===== config.mk =====
export PLATFORM = sky130hd
export DESIGN_NAME = stream_mux_rr
export DESIGN_NICKNAME = d
export VERILOG_FILES = /design/src/rtl/stream_mux_pkg.sv /design/src/rtl/rr_arbiter.sv /design/src/rtl/stream_mux_rr.sv
export SDC_FILE = /design/constraint.sdc
export NUM_CORES = 1
export LEC_CHECK = 0
export BUFFER_PORTS_ARGS = -buffer_cell sky130_fd_sc_hd__buf_4
export CAP_MARGIN = 20
export CORE_MARGIN = 1
export CORE_UTILIZATION = 54
export DETAILED_ROUTE_END_ITERATION = 7
export GPL_TIMING_DRIVEN = 0
export PLACE_DENSITY = 0.84
export REMOVE_ABC_BUFFERS = 1
export SLEW_MARGIN = 20
export SYNTH_ARGS = -nofsm -noshare
export SYNTH_HDL_FRONTEND = slang
export SYNTH_SLANG_ARGS = --single-unit

===== constraint.sdc =====
create_clock -name clk -period 12.35 [get_ports clk]
set_clock_uncertainty 0.15 [all_clocks]
set_input_delay 0.6175 -clock clk [delete_from_list [all_inputs] [get_ports clk]]
set_output_delay 0.6175 -clock clk [all_outputs]
set_load 0.02 [all_outputs]

===== src/rtl/stream_mux_pkg.sv =====
// -----------------------------------------------------------------------------
// stream_mux_pkg
//   Shared definitions for the round-robin / fixed-select stream multiplexer.
//   - MODE_FIXED / MODE_RR : values of the top-level `mode` input.
//   - next_idx(idx, n)     : wrap-around increment, (idx + 1) mod n, written
//                            as a compare so it stays cheap for any n.
// -----------------------------------------------------------------------------
package stream_mux_pkg;

  localparam logic MODE_FIXED = 1'b0;
  localparam logic MODE_RR    = 1'b1;

  // Works for non-power-of-two n: the wrap happens at n-1, not at 2**width-1.
  function automatic int unsigned next_idx(input int unsigned idx, input int unsigned n);
    return (idx + 1 >= n) ? 0 : idx + 1;
  endfunction

endpackage


===== src/rtl/rr_arbiter.sv =====
// -----------------------------------------------------------------------------
// rr_arbiter
//   Purely combinational rotate-priority search. Grants the first requester at
//   or above `ptr`, wrapping from N-1 back to 0.
//   Ports:
//     req     [N]    : request vector
//     ptr     [SELW] : highest-priority index this cycle
//     gnt_idx [SELW] : granted index (0 when nothing is granted)
//     gnt_vld        : at least one request was present
// -----------------------------------------------------------------------------
module rr_arbiter #(
  parameter int N    = 8,
  parameter int SELW = $clog2(N)
) (
  input  logic [N-1:0]    req,
  input  logic [SELW-1:0] ptr,
  output logic [SELW-1:0] gnt_idx,
  output logic            gnt_vld
);

  logic [SELW-1:0] idx;

  always_comb begin
    // NOTE: every output of a combinational block gets a default first, so no
    // path through the block leaves it unassigned and no latch is inferred.
    gnt_vld = 1'b0;
    gnt_idx = '0;
    idx     = '0;
    for (int k = 0; k < N; k++) begin
      // Modulo by the elaboration-time constant N handles odd channel counts.
      idx = SELW'((int'(ptr) + k) % N);
      if (!gnt_vld && req[idx]) begin
        gnt_vld = 1'b1;
        gnt_idx = idx;
      end
    end
  end

endmodule


===== src/rtl/stream_mux_rr.sv =====
// -----------------------------------------------------------------------------
// stream_mux_rr
//   N_IN-input, W-bit valid/ready stream multiplexer with a single registered
//   output stage. The source is either an explicit `sel` (fixed mode) or a
//   fair round-robin arbiter (round-robin mode).
//   Ports:
//     clk, rst          : rising-edge clock, synchronous active-high reset
//     in_data [N_IN*W]  : channel i at [i*W +: W]
//     in_valid[N_IN]    : per-channel valid
//     in_ready[N_IN]    : per-channel ready, at most one bit high
//     mode              : MODE_FIXED / MODE_RR
//     sel     [SELW]    : channel index for fixed mode
//     out_data[W], out_src[SELW], out_valid : registered output beat
//     out_ready         : consumer accepts the beat
// -----------------------------------------------------------------------------
module stream_mux_rr
  import stream_mux_pkg::*;
#(
  parameter int N_IN = 8,
  parameter int W    = 8,
  parameter int SELW = $clog2(N_IN)  // derived, do not override
) (
  input  logic              clk,
  input  logic              rst,
  input  logic [N_IN*W-1:0] in_data,
  input  logic [N_IN-1:0]   in_valid,
  output logic [N_IN-1:0]   in_ready,
  input  logic              mode,
  input  logic [SELW-1:0]   sel,
  output logic [W-1:0]      out_data,
  output logic [SELW-1:0]   out_src,
  output logic              out_valid,
  input  logic              out_ready
);

  logic            out_valid_q, out_valid_d;
  logic [W-1:0]    out_data_q,  out_data_d;
  logic [SELW-1:0] out_src_q,   out_src_d;
  logic [SELW-1:0] rr_ptr_q,    rr_ptr_d;

  logic [SELW-1:0] rr_gnt_idx;
  logic            rr_gnt_vld;
  logic [SELW-1:0] cand_idx;
  logic            cand_vld;
  logic [W-1:0]    cand_data;
  logic            cand_in_valid;
  logic            load_en;
  logic            xfer;

  rr_arbiter #(
    .N    (N_IN),
    .SELW (SELW)
  ) u_arb (
    .req     (in_valid),
    .ptr     (rr_ptr_q),
    .gnt_idx (rr_gnt_idx),
    .gnt_vld (rr_gnt_vld)
  );

  // The output stage can take a beat when it is empty or being drained now.
  assign load_en = !out_valid_q || out_ready;

  // Candidate selection. In fixed mode an out-of-range sel simply means
  // "nobody", which keeps every in_ready low.
  always_comb begin
    cand_idx = '0;
    cand_vld = 1'b0;
    if (mode == MODE_RR) begin
      cand_idx = rr_gnt_idx;
      cand_vld = rr_gnt_vld;
    end else begin
      cand_idx = sel;
      cand_vld = (int'(sel) < N_IN);
    end
  end

  // Compare-based mux: never indexes in_data with a value >= N_IN.
  always_comb begin
    cand_data     = '0;
    cand_in_valid = 1'b0;
    in_ready      = '0;
    for (int i = 0; i < N_IN; i++) begin
      if (cand_vld && (int'(cand_idx) == i)) begin
        cand_data     = in_data[i*W +: W];
        cand_in_valid = in_valid[i];
        in_ready[i]   = load_en && !rst;
      end
    end
  end

  assign xfer = cand_vld && cand_in_valid && load_en && !rst;

  always_comb begin
    out_valid_d = out_valid_q;
    out_data_d  = out_data_q;
    out_src_d   = out_src_q;
    rr_ptr_d    = rr_ptr_q;
    if (xfer) begin
      // A load in the same cycle as a drain keeps out_valid high: no bubble.
      out_valid_d = 1'b1;
      out_data_d  = cand_data;
      out_src_d   = cand_idx;
      if (mode == MODE_RR) begin
        rr_ptr_d = SELW'(next_idx(32'(cand_idx), N_IN));
      end
    end else if (out_ready && out_valid_q) begin
      out_valid_d = 1'b0;
    end
  end

  always_ff @(posedge clk) begin
    // NOTE: state registers use non-blocking assignments so every flop samples
    // the pre-edge values of the others, independent of statement order.
    if (rst) begin
      out_valid_q <= 1'b0;
      out_data_q  <= '0;
      out_src_q   <= '0;
      rr_ptr_q    <= '0;
    end else begin
      out_valid_q <= out_valid_d;
      out_data_q  <= out_data_d;
      out_src_q   <= out_src_d;
      rr_ptr_q    <= rr_ptr_d;
    end
  end

  assign out_valid = out_valid_q;
  assign out_data  = out_data_q;
  assign out_src   = out_src_q;

endmodule


-- Word level (Yosys, flattened, before mapping)
Index checks and enable logic that the tools add are counted.
- word-level logic and storage cells: 122
- memory bits (writable): 0
- input port bits: 79
- output and inout port bits: 20
- register bits: 15
- memory bits (read-only): 0
- memories kept: 0
- bits in latches: 0
- $lt $le $gt $ge: 9
- reductions and logical operators: 33
- muxes and demuxes: 61
- bitwise operators: 0
- eq/ne operators: 7
- add/subtract/negate cells: 8
- div/mod/pow operators: 0
- multipliers: 0
- shift operators: 0
- operator list (cell ; count):
    8-bit two-way mux ; 8
    1-bit two-way mux ; 35
    3-bit by 4-bit < comparator with 1-bit output (second input constant) ; 8
    3-bit two-way mux ; 10
    1-bit binary-select mux with 3-bit select ; 8
    1-bit logical AND ; 20
    3-bit adder (second input constant) ; 4
    3-bit equality test (second input constant) ; 4
    1-bit logical NOT ; 9
    3-bit by 2-bit adder with 3-bit output (second input constant) ; 2
    3-bit by 2-bit equality test with 1-bit output (second input constant) ; 2
    3-bit by 1-bit adder with 4-bit output (second input constant) ; 1
    4-bit greater-or-equal comparator (second input constant) ; 1
    3-bit by 1-bit adder with 3-bit output (second input constant) ; 1
    3-bit by 1-bit equality test with 1-bit output (second input constant) ; 1
    3-bit logical NOT ; 1
    2-bit AND reduction ; 1
    2-bit nonzero test ; 1
    1-bit logical OR ; 1

-- Longest topological paths before layout
Gate-level depths: netlist of the first run.
- depth in word-level cells: 39
- depth in mapped cells: 24
- gate-level depth less buffers: 21

-- Hierarchy
From an unflattened synthesis of the first run, not the netlist that was laid out.
- cells, all modules: 331
- area, all modules: 2710.1 um^2
- by module, submodules not included (module ; sequential area each (um^2) ; instances ; area each (um^2) ; cells an instance):
    stream_mux_rr ; 300.3 ; 1 ; 1629.1 ; 210
    rr_arbiter ; 0.0 ; 1 ; 1081.0 ; 121

-- Worst setup path before layout of the first run
OpenSTA, ideal clock, no wires.
- path kind: reg-to-output
- start: register rr_ptr_q[1]
- end: output port in_ready[2]
- cell stages (with the launch flop): 18
- path slack: 7.020 ns
- arrival time: 4.563 ns
- data required time: 11.582 ns
- path through: dfxtp_1 clkbuf_1 inv_1 ha_1 buf_6 mux4_2 mux2_2 o32ai_2 nand3_1 a221oi_1 a41oi_1 mux2_2 inv_1 ha_1 clkbuf_1 clkbuf_1 clkbuf_1 and3_1
- cells in the longest elaborated chain, start to end: 28
- elaborated cells between the ends (all ways): 58
- classes of those cells: add/sub (7); eq/ne (1); mux (35); reduce/logical (15)
- ends and longest elaborated chain (item ; line ; text):
    start: declaration ; stream_mux_rr.sv:39 ; logic [SELW-1:0] rr_ptr_q, rr_ptr_d;
    start signal: assignment ; stream_mux_rr.sv:123 ; rr_ptr_q <= rr_ptr_d;
    parallel branches: the longest is 23 deep, another holds 3-bit by 1-bit adder with 3-bit output ; n/a ;
    3-bit two-way mux (*) ; rr_arbiter.sv:32 ; if (!gnt_vld && req[idx]) begin
    3-bit two-way mux (*) ; stream_mux_rr.sv:68 ; if (mode == MODE_RR) begin
    named net cand_idx[0] ; stream_mux_rr.sv:43 ; logic [SELW-1:0] cand_idx;
    3-bit equality test (*) ; stream_mux_rr.sv:83 ; if (cand_vld && (int'(cand_idx) == i)) begin
    1-bit logical AND (*) ; stream_mux_rr.sv:83 ;
    1-bit two-way mux (*) ; stream_mux_rr.sv:83 ;
    end: declaration ; stream_mux_rr.sv:27 ; output logic [N_IN-1:0] in_ready,
Mark *: on every way through the listed nets, which the timed path passes. The select of a mux whose other input is x is not followed.

-- Final worst setup path of the first run
- start: register rr_ptr_q[0]
- end: register rr_ptr_q[0]
- cells in the longest elaborated chain, start to end: 39
- elaborated cells between the ends (all ways): 86
- classes of those cells: add/sub (8); order compare (1); eq/ne (7); mux (43); reduce/logical (27)
- ends and longest elaborated chain (item ; line ; text):
    parallel branches: the longest is 23 deep, another holds 3-bit by 1-bit adder with 3-bit output ; n/a ;
    3-bit two-way mux (*) ; rr_arbiter.sv:32 ;
    3-bit two-way mux (*) ; stream_mux_rr.sv:68 ;
    named net cand_idx[0] ; stream_mux_rr.sv:43 ;
    3-bit logical NOT ; stream_mux_rr.sv:83 ;
    1-bit logical AND ; stream_mux_rr.sv:83 ;
    1-bit two-way mux (8 in series) ; stream_mux_rr.sv:83 ;
    1-bit logical AND (3 in series) ; stream_mux_rr.sv:91 ; assign xfer = cand_vld && cand_in_valid && load_en && !rst;
    2-bit AND reduction (no line) ; n/a ;
Marked as above.
A chain may end at the register's enable or synchronous reset.

==> results.toml, run 1 <==
[outcome]
status = "finished with violations"
violations = "DRC"

[power]
internal_power_w = 0.000389
leakagePower_nw = 1.43
p_sw_w = 0.000457
p_sw_share_pct = 54.0
seq_power_share_pct = 11.4
power.density_nw_per_um2 = 267
p_clk_share_pct = 4.8
ir_drop_mv = 0.114
power_frac_comb_pct = 83.8

[sta]
finalCritPeriodShare_pct = 51.8
worst_pin_slew_ns = 0.986
hold_ws_ns = 0.314
max_freq_mhz = 156
hold_violations = 0
worst_slew_margin_rel_pct = 34.0
fin_crit_ns = 6.39
rsz0062_at_grt = "false"
setup_viol_count_final = 0
slew_viol_final = 0
tns_ns = 0

[global_route]
grt_usage_pct = 28.9
grt_pass1_wl_um = 11800
grt_max_degree = 40
grt_pass1_vias = 2645
antenna_found_initial = 0
grt_remaining_overflow = 0

[cts]
clock_path_buffers = 2
cts_max_level = 1
cts_tree = "built"
cts_buffers = 3
cts_root_buf = "clkbuf_8"
cts_resized = 0
clkLatencyLatePin_ns = 0.25
cts_sinks = 15
clk_pin_slew_ns = 0.06
holdBufCountCts = 0
cts_setup_buffers = 0

[die]
die_h_um = 69.3
die_x_um = 69.3
io_pins = 99
rows = 24
initial_core_util_pct = 56.2
dieArea_um2 = 4800
core_um2 = 4350

[yosys]
synthXorXnorAreaFrac_pct = 1.43
synth_area_um2 = 2450
async_flop_share_pct = 0
synth_top_family_by_area = "compound AO/OA/AOI/OAI gates"
synth.distinct_cells = 61
ys_ff_latch = 15
ys.flop_type = "dfxtp_1"
yosys_warnings = 0
synth-simple-area-share_pct = 25.5
yosysSeqAreaShare_pct = 12.3
synth-compound-area-share_pct = 29.9
synth.area.mux_share_pct = 18.5
synth-adder-area-share_pct = 4.09
synth_edf_count = 0
postSynthCellCount = 333
syn_area_per_cell_um2 = 7.35

[setup_path]
rrSetupSlack_ns = 5.96
cpPeakStageDelay_ns = 0.94
cpLargestDelayFamily = "compound AO/OA/AOI/OAI gates"
crit_start = "rr_ptr_q[0]"
critPathKind = "reg -> reg"
critPathCaptureType = "register"
cp_data_required_time_ns = 12.36
crit_end = "rr_ptr_q[0]"
critical-path-slowest-cell = "o41ai_4"
cp.buffers_inverters = 2
start_kind = "register"
worst-path-stages = 15
cp.arrival_ns = 6.41
crit_chain = "inv_1, ha_1, mux4_2, mux2_2, o32ai_2, nand3_1, a221oi_1, a41oi_1, mux2_2, inv_1, ha_1, a21oi_2, o41ai_4, nor2_2, o31ai_1"
r2r_cells = 15
critical_path.max_fanout = 21
r2r-start = "rr_ptr_q[0]"
r2r_end = "rr_ptr_q[0]"

[place]
portBuffers = 98
gp_congestion = 0.941
dpl.hpwl_um = 5350

[final_layout]
drive_gt1_share_pct = 32.5
antenna_cells = 0
seq_area_um2 = 300
fillers = 370
multi_input_area_um2 = 1950
syn_to_final_growth_pct = 29.5
nets = 497

[routing]
viasPerCell = 6.06
vias = 2794
wl_per_cell_um = 15.2
ant_nets = 0
drt-total-wl_um = 6990
drcViolationCount = 1
first_iter_violations = 277
drtPass1Iterations = 7

[hold_path]
hold_start = "out_data[6]"
whs_path_depth = 2
holdCritPathClass = "reg -> reg"

[job]
maxCapViolCount = 0
## cells in the mapped netlist (4+ instances only)
master	instances	area (um2)
mux4_2	14	315
mux2_2	4	45.0
dfxtp_1	15	300
a21oi_1	35	175
ha_1	8	100
nand2_1	37	139
or3_1	5	31.3
o211ai_1	5	37.5
o221ai_1	4	35.0
nand3b_1	4	30.0
nand2b_1	6	37.5
nor2_1	34	128
inv_1	18	67.6
mux2i_1	8	80.1
buf_6	4	45.0
a31oi_1	6	37.5
o21ai_1	6	30.0
clkbuf_1	17	63.8
o21ai_0	7	35.0
nand3_1	21	105
and3_1	9	56.3
a21o_1	6	45.0
o31ai_1	6	45.0
## power by group through the flow
stage | logic [W] | registers, W | clock network (W)
global route | 0.000786 | 0.000100 | 0.0000430
floorplan | 0.000521 | 0.000106 | 0
global placement | 0.000687 | 0.0000963 | 0
finish | 0.000709 | 0.0000969 | 0.0000405
CTS | 0.000707 | 0.0000966 | 0.0000410
detailed placement | 0.000704 | 0.0000975 | 0
## placed cells by master, fill, tap and decap left out, types with 3 or more instances in the layout
master / instances
dfxtp_1: 15
buf_4: 98
nand2b_1: 6
mux2i_1: 8
clkbuf_8: 3
xor2_1: 3
o21ai_0: 7
nand3_1: 21
a21o_1: 6
o221ai_1: 4
nor2_1: 34
nand3b_1: 4
o211ai_1: 5
mux2_2: 4
a21oi_1: 35
or3_1: 5
a31oi_1: 6
o31ai_1: 6
and3_1: 9
and2_1: 3
inv_1: 18
mux4_2: 14
nand2_1: 37
o21ai_1: 6
ha_1: 6
## state kept, by name, summed over array words and instances (netlist names)
name	flops
out_data	8
out_src	3
out_valid	1
rr_ptr_q	3
## tightest hold or removal path: stages (launching register included)
cell     delay [ns]
dfxtp_1        0.31
nand3_1        0.06
o21ai_1        0.05
## logic make-up (layout without fill, tap and decap cells)
group,count (synthesis),in the layout
xor gates and xnor gates,4,4
adders and majority gates,8,8
and+or+nand+nor,129,129
DFF,15,15
buffers and inverters,45,121
AOI/OAI and AO/OA,105,105
muxes,27,27
## per-stage QoR
step	setup WS [ns]	total power (W)	utilization (%)	instance area, um2	cells
global placement	5.68	0.000783	71.6	3120	457
global route	5.11	0.000930	72.7	3170	461
CTS	5.68	0.000845	72.7	3160	461
detailed placement	5.72	0.000802	71.6	3120	457
floorplan	6.67	0.000628	-	2310	307
finish	5.96	0.000847	72.7	3170	461
## worst min-delay path by stage
stage                              to  slack (ns)
final                     out_data[6]        0.31
after global routing      out_data[4]        0.34
after CTS                 out_data[4]        0.32
after detailed placement  out_data[4]        0.30
after global placement    out_data[6]        0.30
after floorplan           out_data[2]        0.38
## metal layers
layer	up-vias	part of all wire, %	track usage, %
li1	1388	-	-
met3	8	5.8	2.62
met1	1283	43	37.9
met5	-	0	0
met2	115	49	51.1
met4	0	1.2	7.03
## cell type report
cell class              count  share of cell area, %
clock buffers               3                   1.30
clock inverters             1                  0.158
inverters                  19                   2.25
multi-input cells         273                   61.5
flip-flops and latches     15                   9.48
well taps                  52                   2.05
repair buffers             98                   23.2
No activity file was read; power rests on OpenSTA's default activity.
==> run 2: changes to the inputs <==
--- a/config.mk
+++ b/config.mk
@@ -8,10 +8,10 @@
 export BUFFER_PORTS_ARGS = -buffer_cell sky130_fd_sc_hd__buf_4
 export CAP_MARGIN = 20
 export CORE_MARGIN = 1
-export CORE_UTILIZATION = 54
+export CORE_UTILIZATION = 45
 export DETAILED_ROUTE_END_ITERATION = 7
 export GPL_TIMING_DRIVEN = 0
-export PLACE_DENSITY = 0.84
+export PLACE_DENSITY = 0.74
 export REMOVE_ABC_BUFFERS = 1
 export SLEW_MARGIN = 20
 export SYNTH_ARGS = -nofsm -noshare
==> constraint.sdc (replaced) <==
create_clock -name clk -period 5.5 [get_ports clk]
set_clock_uncertainty 0.15 [all_clocks]
set_input_delay 0.275 -clock clk [delete_from_list [all_inputs] [get_ports clk]]
set_output_delay 0.275 -clock clk [all_outputs]
set_load 0.02 [all_outputs]
==> results.toml, run 2 (synthesis results as in run 1) <==
[final_layout]
drive_gt1_share_pct = 35.2
seq_area_um2 = 308
final_common_cell = "buf_4"
syn_to_final_growth_pct = 35.4
antenna_cells = 0
largest_reg_flops = 8
multi_input_area_um2 = 2010
nets = 503
postLayoutCellArea_um2 = 3310
fillers = 443
final_cell_mix = "buf_4 (102), nand2_1 (37), a21oi_1 (35)"

[setup_path]
critPathKind = "reg -> reg"
cp.arrival_ns = 5.32
start_kind = "register"
cp_data_required_time_ns = 5.48
critical_path.max_fanout = 17
critPathCaptureType = "register"
rrSetupSlack_ns = 0.16

[global_route]
grt_remaining_overflow = 0
grt_pass1_wl_um = 12400
antenna_found_initial = 0
grt_max_degree = 40
grt_pass1_vias = 2741
grt_usage_pct = 27.6

[place]
dpl.hpwl_um = 5530
portBuffers = 98
gp_congestion = 0.926
place_area_um2 = 3140

[sta]
setup_viol_count_final = 0
fin_crit_ns = 5.34
worst_slew_margin_rel_pct = 55.5
finalCritPeriodShare_pct = 97.2
slew_viol_final = 0
tns_ns = 0
hold_violations = 0
worst_pin_slew_ns = 0.665
max_freq_mhz = 187

[power]
p_sw_share_pct = 53.2
power.density_nw_per_um2 = 628
p_clk_share_pct = 4.5
ir_drop_mv = 0.238
power_frac_comb_pct = 84.9
seq_power_share_pct = 10.6
internal_power_w = 0.000974
leakagePower_nw = 1.47
p_sw_w = 0.00111

[routing]
vias = 2931
wl_per_cell_um = 16.5
drcViolationCount = 0
drtPass1Iterations = 5
drt-total-wl_um = 8010
viasPerCell = 6.04
first_iter_violations = 286
ant_nets = 0

[die]
dieArea_um2 = 5730
die_h_um = 75.7
io_pins = 99
die_x_um = 75.7
initial_core_util_pct = 47.3
core_um2 = 5170
rows = 26

[cts]
cts_tree = "built"
clock_path_buffers = 2
cts_buffers = 3
holdBufCountCts = 0
cts_sinks = 15
clkLatencyLatePin_ns = 0.25
clk_pin_slew_ns = 0.07
cts_root_buf = "clkbuf_8"
cts_max_level = 1

[hold_path]
holdCritPathClass = "in -> reg"

[outcome]
status = "finished, final reports clean"

[job]
maxCapViolCount = 0
==> run 2: layout make-up <==
cell class	instances	area share (%)
clock inverters	1	0.151
inverters	19	2.15
well taps	70	2.64
clock buffers	3	1.25
repair buffers	104	23.9
multi-input cells	273	60.6
flip-flops and latches	15	9.29
==> run 2: per-stage QoR <==
stage               util [%]  hold slack (ns)  instances  total power (W)  setup WS (ns)
floorplan                  -            0.194        307          0.00141         -0.181
global placement        60.7            0.300        475          0.00180          -1.35
detailed placement      60.7            0.304        475          0.00180          -1.26
CTS                     63.2           0.0938        482          0.00200        0.00817
global route            64.1            0.119        485          0.00227         -0.113
finish                  64.1            0.108        485          0.00208          0.156
==> run 2: path summary, 6_finish.rpt <==
path | endpoint | cells past startpoint | from
worst max-delay path | rr_ptr_q[1] | 17 | rr_ptr_q[0]
worst min-delay path | out_valid | 2 | rst
worst max register to register | rr_ptr_q[1] | 17 | rr_ptr_q[0]
worst min register to register | out_data[6] | 2 | out_data[6]
==> run 2: critical path: stages, from the launching register on <==
cell and delay, ns:
dfxtp_4 0.46, inv_1 0.18, ha_4 0.42, mux4_2 0.51, mux2_2 0.32, o32ai_2 0.39
nand3_1 0.12, a221oi_1 0.30, a41oi_1 0.10, mux2_2 0.35, ha_1 0.25, ha_1 0.42
nand3_1 0.20, a21oi_2 0.07, o41ai_4 0.39, buf_4 0.19, nor2_2 0.06, o31ai_1 0.31
==> run 2: per-layer routing <==
layer  up-vias  GRT usage [%]  share of wire (%)
li1       1402              -                  -
met2       158           49.8                 50
met5         -              0                  0
met4         0           8.85                2.8
met1      1351           33.8                 39
met3        20           3.70                8.4
==> run 2: power groups by stage <==
| stage | Combinational (W) | Clock (W) | Sequential [W] |
|---|---|---|---|
| after global placement | 0.00158 | 0 | 0.000217 |
| after global routing | 0.00194 | 0.0000989 | 0.000232 |
| after detailed placement | 0.00159 | 0 | 0.000218 |
| after floorplan | 0.00117 | 0 | 0.000239 |
| final | 0.00177 | 0.0000931 | 0.000221 |
| after CTS | 0.00168 | 0.0000933 | 0.000218 |
==> run 2: timing repair <==
action                     CTS  global route
hold endpoints to repair     0             0
pin swaps                    1             2
setup buffers                3             3
gates resized for setup     10             4
setup endpoints to repair   23            15
==> run 3: changes to the inputs <==
--- a/config.mk
+++ b/config.mk
@@ -11,7 +11,7 @@
 export CORE_UTILIZATION = 45
 export DETAILED_ROUTE_END_ITERATION = 7
 export GPL_TIMING_DRIVEN = 0
-export PLACE_DENSITY = 0.74
+export PLACE_DENSITY = 0.86
 export REMOVE_ABC_BUFFERS = 1
 export SLEW_MARGIN = 20
 export SYNTH_ARGS = -nofsm -noshare
==> results.toml, run 3 (synthesis results as in run 1) <==
[outcome]
status = "finished, final reports clean"

[sta]
hold_violations = 0
tns_ns = 0
finalCritPeriodShare_pct = 93.8
fin_crit_ns = 5.16
worst_pin_slew_ns = 0.646
slew_viol_final = 0
rsz0062_at_grt = "false"
worst_slew_margin_rel_pct = 56.8
setup_viol_count_final = 0
max_freq_mhz = 194

[power]
p_sw_share_pct = 52.5
seq_power_share_pct = 10.6
leakagePower_nw = 1.49
total_power_w = 0.00210
ir_drop_mv = 0.305
p_clk_share_pct = 4.3
power.density_nw_per_um2 = 628
internal_power_w = 0.00100
p_sw_w = 0.00110
power_frac_comb_pct = 85.1

[setup_path]
cpPeakStageDelay_ns = 0.58
critPathCaptureType = "register"
r2r_cells = 16
cp.arrival_ns = 5.17
cpLargestDelayFamily = "adder cells"
cp_data_required_time_ns = 5.50
start_kind = "register"
worst-path-stages = 16
crit_chain = "inv_1, ha_4, mux4_2, mux2_2, nor4_4, and2_2, nand2_1, o311ai_2, ha_1, ha_1, nand3_1, a21oi_2, o41ai_4, buf_4, or3_1, o31ai_1"
cp_common_cell = "ha_1"
cp.buffers_inverters = 2
critPathKind = "reg -> reg"
critical_path.max_fanout = 17
critical-path-slowest-cell = "ha_1"

[global_route]
grt_pass1_wl_um = 11800
antenna_found_initial = 0
grt_remaining_overflow = 0
grt_usage_pct = 26.4
grt_max_degree = 40
grt_pass1_vias = 2679

[final_layout]
nets = 507
syn_to_final_growth_pct = 37.0
largest_reg_flops = 8
final_cell_mix = "buf_4 (106), nand2_1 (37), a21oi_1 (35)"
antenna_cells = 0
fillers = 444
drive_gt1_share_pct = 35.6
final_common_cell = "buf_4"

[routing]
ant_nets = 0
first_iter_violations = 152
drcViolationCount = 0
drt-total-wl_um = 7720
vias = 2915
viasPerCell = 5.96
wl_per_cell_um = 15.8
drtPass1Iterations = 4

[die]
die_h_um = 75.7
die_x_um = 75.7
rows = 26
io_pins = 99
initial_core_util_pct = 47.3
dieArea_um2 = 5730
core_um2 = 5170

[cts]
cts_root_buf = "clkbuf_8"
cts_buffers = 3
clock_path_buffers = 2
cts_max_level = 1
clk_pin_slew_ns = 0.06
clkLatencyLatePin_ns = 0.25
cts_tree = "built"
holdBufCountCts = 0
cts_sinks = 15

[hold_path]
holdCritPathClass = "in -> reg"
whs_path_depth = 2

[place]
gp_congestion = 0.892
portBuffers = 98
dpl.hpwl_um = 5430

[job]
maxCapViolCount = 0
[run 3: changes by cell type in the layout (fill, tap and decap cells not counted)]
cell	delta
clkbuf_1	+1
inv_4	+1
buf_8	-1
o32ai_2	-1
buf_4	+4
o32ai_4	+1
inv_2	-1
clkinv_2	-1
buf_6	+1
[run 3: path summary, 6_finish.rpt]
kind / from / to / slack [ns]
max: rr_ptr_q[0] / rr_ptr_q[0] / 0.34
min: rst / out_valid / 0.11
max reg2reg: rr_ptr_q[0] / rr_ptr_q[0] / 0.34
min reg2reg: out_data[2] / out_data[2] / 0.31
[run 3: final cells by class]
type | instances | area, um2 | share of cell area, %
Clock buffer | 4 | 45.0 | 1.34
Sequential cell | 15 | 308 | 9.18
Multi-Input combinational cell | 273 | 2020 | 60.2
Timing Repair Buffer | 108 | 818 | 24.4
Tap cell | 70 | 87.6 | 2.61
Inverter | 19 | 73.8 | 2.20
[run 3: worst register-to-register path: cells and delay by family, from the launching register on]
kind	cells	cell delay (ns)
AOI/OAI and AO/OA	4	0.79
DFF	1	0.46
buffers and inverters	2	0.36
muxes	2	0.85
and+or+nand+nor	5	1.18
adders and majority gates	3	1.28
[run 3: repair_timing]
action,in CTS,in global routing
pin swaps,1,3
gates resized for setup,10,7
endpoints found under the hold margin,0,0
setup buffers,4,6
setup endpoints to repair,23,15
[run 3: per-layer routing]
layer / track usage (%) / wire length [um] / vias to the layer above
li1: - / - / 1410
met1: 32.2 / 3090 / 1352
met2: 48.4 / 3990 / 130
met3: 2.12 / 454 / 23
met4: 9.26 / 190 / 0
met5: 0 / 0 / -
[run 3: power by group through the flow]
stage          clock network [W]  logic [W]  registers, W
3_5_place_dp                   0    0.00157      0.000220
3_3_place_gp                   0    0.00154      0.000215
4_1_cts                0.0000885    0.00168      0.000219
2_1_floorplan                  0    0.00117      0.000239
6_report               0.0000902    0.00179      0.000223
5_1_grt                0.0000944    0.00197      0.000229
[run 3: stage by stage]
| stage | setup WS, ns | std cells | util (%) | area [um2] | hold WS [ns] |
|---|---|---|---|---|---|
| after floorplan | -0.181 | 307 | - | 2310 | 0.194 |
| after global placement | -1.10 | 475 | 60.7 | 3140 | 0.300 |
| after detailed placement | -1.20 | 475 | 60.7 | 3140 | 0.301 |
| after CTS | 0.0352 | 483 | 63.3 | 3270 | 0.103 |
| after global routing | 0.00643 | 489 | 64.8 | 3350 | 0.118 |
| final | 0.339 | 489 | 64.8 | 3350 | 0.107 |
